<file path="src/rtl/fwd_hazard_ctrl_pkg.sv">
// Shared definitions for the EX-stage forwarding and load-use hazard controller.
// The select encoding matches the datapath operand muxes.
package fwd_hazard_ctrl_pkg;

  typedef enum logic [1:0] {
    FWD_RF  = 2'b00,
    FWD_WB  = 2'b01,
    FWD_MEM = 2'b10
  } fwd_sel_e;

  localparam int REG_AW_DEFAULT = 5;
  localparam int CNT_W_DEFAULT  = 16;

endpackage

</file>
<file path="src/rtl/fwd_hazard_ctrl_fwd_match.sv">
// Per-operand priority compare of one ID source register against the shadow
// EX/MEM/WB destinations; yields the next forwarding select and a load-hit flag.
module fwd_match
  import fwd_hazard_ctrl_pkg::*;
#(
  parameter int REG_AW = REG_AW_DEFAULT
) (
  input  logic [REG_AW-1:0] rs,
  input  logic              use_rs,
  input  logic              ex_valid,
  input  logic [REG_AW-1:0] ex_rd,
  input  logic              ex_regwrite,
  input  logic              ex_memread,
  input  logic              mem_valid,
  input  logic [REG_AW-1:0] mem_rd,
  input  logic              mem_regwrite,
  input  logic              wb_valid,
  input  logic [REG_AW-1:0] wb_rd,
  input  logic              wb_regwrite,
  output logic [1:0]        sel,
  output logic              load_hit
);

  logic rs_nonzero;
  logic ex_hit;
  logic mem_hit;
  logic wb_hit;

  assign rs_nonzero = (rs != '0);
  assign ex_hit     = ex_valid  & ex_regwrite  & (ex_rd  == rs) & rs_nonzero;
  assign mem_hit    = mem_valid & mem_regwrite & (mem_rd == rs) & rs_nonzero;
  assign wb_hit     = wb_valid  & wb_regwrite  & (wb_rd  == rs) & rs_nonzero;

  // A load in EX has no data yet; load_hit raises the stall instead.
  assign load_hit = use_rs & ex_valid & ex_memread & (ex_rd != '0) & (ex_rd == rs);

  // NOTE: the default assignment first keeps this always_comb free of latches.
  always_comb begin
    sel = FWD_RF;
    if (!use_rs) begin
      sel = FWD_RF;
    end else if (ex_hit && !ex_memread) begin
      sel = FWD_MEM;
    end else if (mem_hit) begin
      sel = FWD_WB;
    end else if (wb_hit) begin
      // The register file is write-first, so a WB producer is read directly.
      sel = FWD_RF;
    end
  end

endmodule

</file>
<file path="src/rtl/fwd_hazard_ctrl.sv">
// Forwarding and load-use hazard controller for the five-stage pipeline; keeps a
// shadow of destination metadata for EX/MEM/WB and registers the EX operand selects.
module fwd_hazard_ctrl
  import fwd_hazard_ctrl_pkg::*;
#(
  parameter int REG_AW = REG_AW_DEFAULT,
  parameter int CNT_W  = CNT_W_DEFAULT
) (
  input  logic              clk_i,
  input  logic              rst_i,
  input  logic              hold_i,
  input  logic              flush_i,
  input  logic              id_valid_i,
  input  logic [REG_AW-1:0] id_rs1_i,
  input  logic [REG_AW-1:0] id_rs2_i,
  input  logic              id_use_rs1_i,
  input  logic              id_use_rs2_i,
  input  logic [REG_AW-1:0] id_rd_i,
  input  logic              id_regwrite_i,
  input  logic              id_memread_i,
  output logic [1:0]        fwd_a_o,
  output logic [1:0]        fwd_b_o,
  output logic              stall_o,
  output logic [CNT_W-1:0]  stall_cnt_o
);

  typedef struct packed {
    logic              valid;
    logic [REG_AW-1:0] rd;
    logic              regwrite;
  } dst_t;

  // Load-ness only matters while the producer sits in EX, so it is kept for EX alone.
  dst_t ex_q;
  dst_t mem_q;
  dst_t wb_q;
  logic ex_load_q;

  logic [1:0] sel_a;
  logic [1:0] sel_b;
  logic       hit_a;
  logic       hit_b;
  logic       bubble;

  fwd_match #(.REG_AW(REG_AW)) u_match_a (
    .rs           (id_rs1_i),
    .use_rs       (id_use_rs1_i),
    .ex_valid     (ex_q.valid),
    .ex_rd        (ex_q.rd),
    .ex_regwrite  (ex_q.regwrite),
    .ex_memread   (ex_load_q),
    .mem_valid    (mem_q.valid),
    .mem_rd       (mem_q.rd),
    .mem_regwrite (mem_q.regwrite),
    .wb_valid     (wb_q.valid),
    .wb_rd        (wb_q.rd),
    .wb_regwrite  (wb_q.regwrite),
    .sel          (sel_a),
    .load_hit     (hit_a)
  );

  fwd_match #(.REG_AW(REG_AW)) u_match_b (
    .rs           (id_rs2_i),
    .use_rs       (id_use_rs2_i),
    .ex_valid     (ex_q.valid),
    .ex_rd        (ex_q.rd),
    .ex_regwrite  (ex_q.regwrite),
    .ex_memread   (ex_load_q),
    .mem_valid    (mem_q.valid),
    .mem_rd       (mem_q.rd),
    .mem_regwrite (mem_q.regwrite),
    .wb_valid     (wb_q.valid),
    .wb_rd        (wb_q.rd),
    .wb_regwrite  (wb_q.regwrite),
    .sel          (sel_b),
    .load_hit     (hit_b)
  );

  // Flush outranks the load-use stall; the ID instruction is discarded anyway.
  assign stall_o = id_valid_i & (hit_a | hit_b) & ~flush_i;
  assign bubble  = stall_o | flush_i | ~id_valid_i;

  // NOTE: sequential state uses non-blocking assignments so every register samples
  // pre-edge values, and the asynchronous reset sits in the sensitivity list.
  always_ff @(posedge clk_i or negedge rst_i) begin
    if (!rst_i) begin
      ex_q        <= '0;
      mem_q       <= '0;
      wb_q        <= '0;
      ex_load_q   <= 1'b0;
      fwd_a_o     <= FWD_RF;
      fwd_b_o     <= FWD_RF;
      stall_cnt_o <= '0;
    end else if (!hold_i) begin
      wb_q  <= mem_q;
      mem_q <= ex_q;
      if (bubble) begin
        ex_q      <= '0;
        ex_load_q <= 1'b0;
        fwd_a_o   <= FWD_RF;
        fwd_b_o   <= FWD_RF;
      end else begin
        ex_q      <= dst_t'{valid: 1'b1, rd: id_rd_i, regwrite: id_regwrite_i};
        ex_load_q <= id_memread_i;
        fwd_a_o   <= sel_a;
        fwd_b_o   <= sel_b;
      end
      if (stall_o && (stall_cnt_o != {CNT_W{1'b1}})) begin
        stall_cnt_o <= stall_cnt_o + CNT_W'(1);
      end
    end
  end

endmodule

</file>
<file path="config.mk">
export PLATFORM = sky130hd
export DESIGN_NAME = fwd_hazard_ctrl
export DESIGN_NICKNAME = d
export VERILOG_FILES = /design/src/rtl/fwd_hazard_ctrl_pkg.sv /design/src/rtl/fwd_hazard_ctrl_fwd_match.sv /design/src/rtl/fwd_hazard_ctrl.sv
export SDC_FILE = /design/constraint.sdc
export NUM_CORES = 1
export LEC_CHECK = 0
export ABC_CLOCK_PERIOD_IN_PS = 2500
export CORE_MARGIN = 4
export CORE_UTILIZATION = 51
export DETAILED_ROUTE_END_ITERATION = 16
export GPL_TIMING_DRIVEN = 0
export PLACE_DENSITY_LB_ADDON = 0.25
export RECOVER_POWER = 50
export SYNTH_ARGS = -nofsm -noshare
export SYNTH_HDL_FRONTEND = slang
export SYNTH_HIERARCHICAL = 1
export SYNTH_SLANG_ARGS = --single-unit
</file>
<file path="constraint.sdc">
create_clock -name clk_i -period 2.5 [get_ports clk_i]
set_clock_uncertainty 0.05 [all_clocks]
set_input_delay 0.25 -clock clk_i [delete_from_list [all_inputs] [get_ports clk_i]]
set_output_delay 0.25 -clock clk_i [all_outputs]
set_load 0.01 [all_outputs]
</file>
==> impl_metrics.json, run 1 <==
{
  "via_per_inst": 6.04,
  "cts_tree": "done",
  "cp_top_family": "simple AND/OR/NAND/NOR gates",
  "multi_input_area_um2": 1120,
  "cp-start-kind": "register",
  "clock-sinks": 35,
  "rows": 21,
  "numPortBuffers": 44,
  "critPathMaxFanout": 6,
  "clock_path_buffers": 2,
  "core_area_um2": 3420,
  "grtUsageTotal_pct": 26.3,
  "yosysWarnings": 6,
  "peakVddDrop_mv": 0.401,
  "critPathLaunch": "ex_q[3]",
  "cp_cell_sequence": "or4_1 -> o211ai_1 -> nor2_4 -> nor2_2 -> or2_4 -> clkbuf_8 -> inv_2 -> buf_6",
  "fin_area_um2": 2810,
  "required_ns": 2.20,
  "syn2layout_area_growth_pct": 51.1,
  "r2r_start": "ex_q[5]",
  "hold_class": "in -> reg",
  "dr.pass1.iters": 4,
  "violations": "max-capacitance violations, max-slew violations, negative setup slack",
  "nNetsFinal": 268,
  "period_share_pct": 105,
  "numCtsBuffers": 5,
  "die_w_um": 68.4,
  "cpPeakStageDelay_ns": 0.52,
  "start_util_pct": 54.4,
  "root_buffer": "clkbuf_4",
  "final_hold_viol_count": 0,
  "die_y_um": 68.4,
  "routed_wirelength_um": 5820,
  "grt_pass1_wl_um": 8800,
  "endpoint_kind": "primary output",
  "synth_area_um2": 1860,
  "place_congestion": 0.884,
  "avgSynthCellArea_um2": 11.1,
  "layout-drive-gt1-share_pct": 30.7,
  "routedWlPerCell_um": 20.1,
  "slowest_stage": "or4_1",
  "synthCells": 167,
  "p_total_uw": 1120,
  "layout_common_cells": "clkdlybuf4s50_1, dfrtp_1, buf_4, xor2_1, xnor2_1",
  "max-cap-violations": 1,
  "h-tree-depth": 2,
  "cp_num_buf_inv": 3,
  "status": "finished with violations",
  "fin_crit_ns": 2.64,
  "seqCellArea_um2": 880,
  "crit_arrival_ns": 2.34,
  "ant_nets": 0,
  "reg2reg_depth": 11,
  "grt_start_max_net_pins": 36,
  "antenna_cells": 0,
  "final_common_cell": "clkdlybuf4s50_1",
  "grt_pass1_vias": 1753,
  "fmaxAchievable_mhz": 379,
  "antenna_found_initial": 0,
  "cts.clk_slew.worst_paths_ns": 0.11,
  "clkLatencyLatePin_ns": 0.35,
  "timing_worst_setup_path_type": "reg -> out",
  "via_count": 1751,
  "slew_violations": 36,
  "cp_num_cells": 8,
  "tightest_slew_ns": 1.85,
  "worstHoldStart": "id_rd_i[3]",
  "relSlewSlack_pct": -23.5,
  "hold_depth": 2,
  "fillers": 185,
  "power_density_nw_per_um2": 397,
  "finalWorstSetupSlack_ns": -0.137,
  "die-area_um2": 4680,
  "synth_nets": 192,
  "dp_hpwl_um": 3320,
  "placed_area_um2": 2350,
  "setup_viol": 20,
  "drt_iter0_drc": 213,
  "overflow": 0,
  "drc": 0,
  "io_pins": 45,
  "power.leakage_uw": 0.00116,
  "rsz0062_at_grt": "true"
}
[stage by stage]
step	util, %	setup slack (ns)	setup TNS, ns	hold WS, ns	cells
final	82.3	-0.137	-1.46	0.444	290
after global routing	82.3	-0.320	-4.99	0.434	290
after CTS	79.1	-0.0505	-0.0748	0.438	290
after detailed placement	68.9	-0.623	-5.52	0.311	257
after global placement	69.0	-0.582	-4.64	0.441	257
after floorplan	-	0.196	0	-0.0956	167
[registers in the layout (all words and copies together) (netlist names)]
signal,cells
ex_load_q,1
fwd_a_o,2
fwd_b_o,2
ex_q,7
stall_cnt_o,16
mem_q,7
[worst register-to-register path: cells and delay by family, from the launching register on]
family                 cells  cell delay (ns)
XOR/XNOR                   2             0.34
buffers and inverters      3             0.53
flip-flops                 1             0.45
AND/OR/NAND/NOR            6             1.18
[timing repair]
action	in CTS	in global routing
buffers inserted	33	0
hold endpoints to repair	35	0
hold buffers	1	0
pin swaps	17	13
endpoints found under the setup margin	18	27
gates resized for setup	28	17
[metal layers]
metal,vias up,GRT usage (%),part of all wire (%)
met1,857,31.8,40
li1,772,-,-
met5,-,0,0
met2,99,41.5,49
met4,0,15.9,4.0
met3,23,7.06,7.1
[power breakdown]
| group | internal [µW] | switching [µW] |
|---|---|---|
| clock network | 165 | 195 |
| logic | 84.4 | 65.1 |
| registers | 583 | 22.6 |
| total | 833 | 283 |
[cell type report]
cell class              instances  area share (%)
clock buffers                   8            2.45
flip-flops and latches         35            31.3
repair buffers                 69            22.5
plain buffers                   6            1.25
multi-input cells             122            39.9
well taps                      46            2.05
inverters                       4           0.534
[path summary, 6_finish.rpt]
kind / endpoint / slack, ns
worst max-delay path: stall_o / -0.14
worst min-delay path: ex_q[4] / 0.44
worst max register to register: stall_cnt_o[13] / -0.14
worst min register to register: fwd_b_o[0] / 0.47
max in group asynchronous: ex_q[5] / 0.32
min in group asynchronous: stall_cnt_o[11] / 0.88
No activity file was read; power rests on OpenSTA's default activity.
==> run 2: changes to the inputs <==
--- a/config.mk
+++ b/config.mk
@@ -5,9 +5,10 @@
 export SDC_FILE = /design/constraint.sdc
 export NUM_CORES = 1
 export LEC_CHECK = 0
-export ABC_CLOCK_PERIOD_IN_PS = 2500
+export ABC_CLOCK_PERIOD_IN_PS = 2400
+export CORE_ASPECT_RATIO = 1.5
 export CORE_MARGIN = 4
-export CORE_UTILIZATION = 51
+export CORE_UTILIZATION = 46
 export DETAILED_ROUTE_END_ITERATION = 16
 export GPL_TIMING_DRIVEN = 0
 export PLACE_DENSITY_LB_ADDON = 0.25
@@ -16,3 +17,4 @@
 export SYNTH_HDL_FRONTEND = slang
 export SYNTH_HIERARCHICAL = 1
 export SYNTH_SLANG_ARGS = --single-unit
+export TNS_END_PERCENT = 1
==> constraint.sdc (replaced) <==
create_clock -name clk_i -period 2.4 [get_ports clk_i]
set_clock_uncertainty 0.05 [all_clocks]
set_input_delay 0.24 -clock clk_i [delete_from_list [all_inputs] [get_ports clk_i]]
set_output_delay 0.24 -clock clk_i [all_outputs]
set_load 0.01 [all_outputs]
==> run 2 against run 1 <==
The flow finishes with violations (negative setup slack); global-route usage shrank 3.0 points; wire length shrank 4.9%; sequential share of layout area shrank 0.45 points; power grew 6.8%; critical endpoint is now stall_cnt_o[1].
==> impl_metrics.json, run 2 (same netlist as run 1, synthesis figures left out) <==
{
  "largest-register": "stall_cnt_o",
  "io_pins": 45,
  "r2r_start": "ex_q[2]",
  "reg2reg_depth": 10,
  "endpoint_kind": "register",
  "fmaxAchievable_mhz": 381,
  "dr.pass1.iters": 4,
  "r2r_setup_slack_ns": -0.23,
  "numPortBuffers": 44,
  "routed_wirelength_um": 5540,
  "slowest_stage": "dfrtp_1",
  "required_ns": 2.52,
  "rows": 28,
  "cts_tree": "done",
  "antenna_found_initial": 0,
  "power_density_nw_per_um2": 418,
  "grt_pass1_wl_um": 8940,
  "h-tree-depth": 2,
  "violations": "negative setup slack",
  "via_count": 1711,
  "slew_violations": 0,
  "antenna_cells": 0,
  "max-cap-violations": 0,
  "syn2layout_area_growth_pct": 53.4,
  "holdPathEnd": "fwd_a_o[1]",
  "cp-start-kind": "register",
  "fillers": 267,
  "final_common_cell": "clkdlybuf4s50_1",
  "ant_nets": 0,
  "relSlewSlack_pct": 41.7,
  "cp_num_buf_inv": 2,
  "grt_pass1_vias": 1909,
  "rsz0062_at_grt": "true",
  "die-area_um2": 5140,
  "grtUsageTotal_pct": 23.3,
  "dp_hpwl_um": 3460,
  "layout-drive-gt1-share_pct": 31.6,
  "period_share_pct": 109,
  "r2r-end": "stall_cnt_o[1]",
  "nNetsFinal": 270,
  "reg_top3": "stall_cnt_o x16, ex_q x7, mem_q x7",
  "cp_cell_sequence": "xor2_1 -> nor4_2 -> nand3_1 -> buf_4 -> nor2_4 -> nor2_4 -> or2_4 -> buf_4 -> or3_4 -> mux2_4",
  "finalWorstSetupSlack_ns": -0.227,
  "drt_iter0_drc": 69,
  "tightest_slew_ns": 0.874,
  "tns_ns": -2.85,
  "placed_area_um2": 2350,
  "routedWlPerCell_um": 19.2,
  "numCtsBuffers": 5,
  "core_area_um2": 3920,
  "start_util_pct": 47.4,
  "clkLatencyLatePin_ns": 0.29,
  "cp_top_family": "simple AND/OR/NAND/NOR gates",
  "die_w_um": 59.9,
  "crit_arrival_ns": 2.75,
  "peakVddDrop_mv": 0.400,
  "fin_area_um2": 2850,
  "hold_depth": 1,
  "timing_worst_setup_path_type": "reg -> reg",
  "layout_common_cells": "clkdlybuf4s50_1, dfrtp_1, xor2_1, buf_4, xnor2_1",
  "critPathMaxFanout": 3,
  "clock-sinks": 35,
  "cpPeakStageDelay_ns": 0.41,
  "worstHoldStart": "fwd_a_o[1]",
  "power.leakage_uw": 0.00121,
  "setup_viol": 22,
  "fin_crit_ns": 2.63,
  "root_buffer": "clkbuf_8",
  "grt_start_max_net_pins": 36,
  "clock_path_buffers": 2,
  "hold_class": "reg -> reg",
  "final_hold_viol_count": 0,
  "die_y_um": 85.9,
  "place_congestion": 0.876,
  "cts.clk_slew.worst_paths_ns": 0.07,
  "drc": 0,
  "overflow": 0,
  "via_per_inst": 5.92,
  "largest_reg_flops": 16,
  "status": "finished with violations"
}
-- run 2: cell type report --
cell class                 count  area, µm²  share of cell area (%)
clock buffer                   5       68.8                    2.41
tap                           45       56.3                    1.97
clock inverter                 1       7.51                   0.263
buffer                         6       46.3                    1.62
timing repair buffer          71        672                    23.6
inverter                       4       15.0                   0.527
multi-input combinational    122       1110                    38.8
sequential                    35        880                    30.8
-- run 2: worst max path at each step --
stage	startpoint	end	slack, ns	cells after the start
global placement	id_rs1_i[4]	stall_o	-0.69	10
CTS	ex_q[2]	stall_cnt_o[1]	-0.13	10
global route	ex_q[5]	stall_cnt_o[1]	-0.30	10
floorplan	ex_q[5]	stall_cnt_o[1]	0.1	8
finish	ex_q[2]	stall_cnt_o[1]	-0.23	10
detailed placement	id_rs1_i[4]	stall_o	-0.73	10
-- run 2: metrics by stage --
step	power (µW)	hold slack (ns)	util (%)	instances	worst slack, ns
final	1190	0.469	72.7	289	-0.227
after global routing	1240	0.492	72.7	289	-0.304
after CTS	1190	0.464	69.6	288	-0.132
after detailed placement	777	0.311	59.9	256	-0.734
after global placement	773	0.443	60.0	256	-0.687
after floorplan	702	-0.106	-	167	0.0959
-- run 2: layer usage --
layer | global-route usage [%] | share of wire, % | vias up
met5 | 0 | 0 | -
met4 | 12.7 | 3.3 | 0
met3 | 5.42 | 5.5 | 20
met2 | 40.3 | 56 | 63
met1 | 25.2 | 35 | 861
li1 | - | - | 767
-- run 2: power by group --
| group | leakage (µW) | internal, µW | switching (µW) |
|---|---|---|---|
| Sequential | 0.000471 | 608 | 24.6 |
| Clock | 0.0000361 | 192 | 204 |
| Combinational | 0.000699 | 90.7 | 71.4 |
-- run 2: worst register-to-register path, cell delays in order (launching register included) --
cell and delay (ns):
dfrtp_1 0.41, xor2_1 0.16, nor4_2 0.29, nand3_1 0.16, buf_4 0.18, nor2_4 0.14
nor2_4 0.05, or2_4 0.27, buf_4 0.15, or3_4 0.36, mux2_4 0.31
-- run 2: what timing repair did --
| action | CTS | global route |
|---|---|---|
| endpoints found under the setup margin | 24 | 29 |
| endpoints found under the hold margin | 10 | 0 |
| hold buffers | 1 | 0 |
| buffers inserted | 31 | 1 |
| gates cloned | 0 | 0 |
| gates resized for setup | 37 | 20 |
| pin swaps | 15 | 16 |
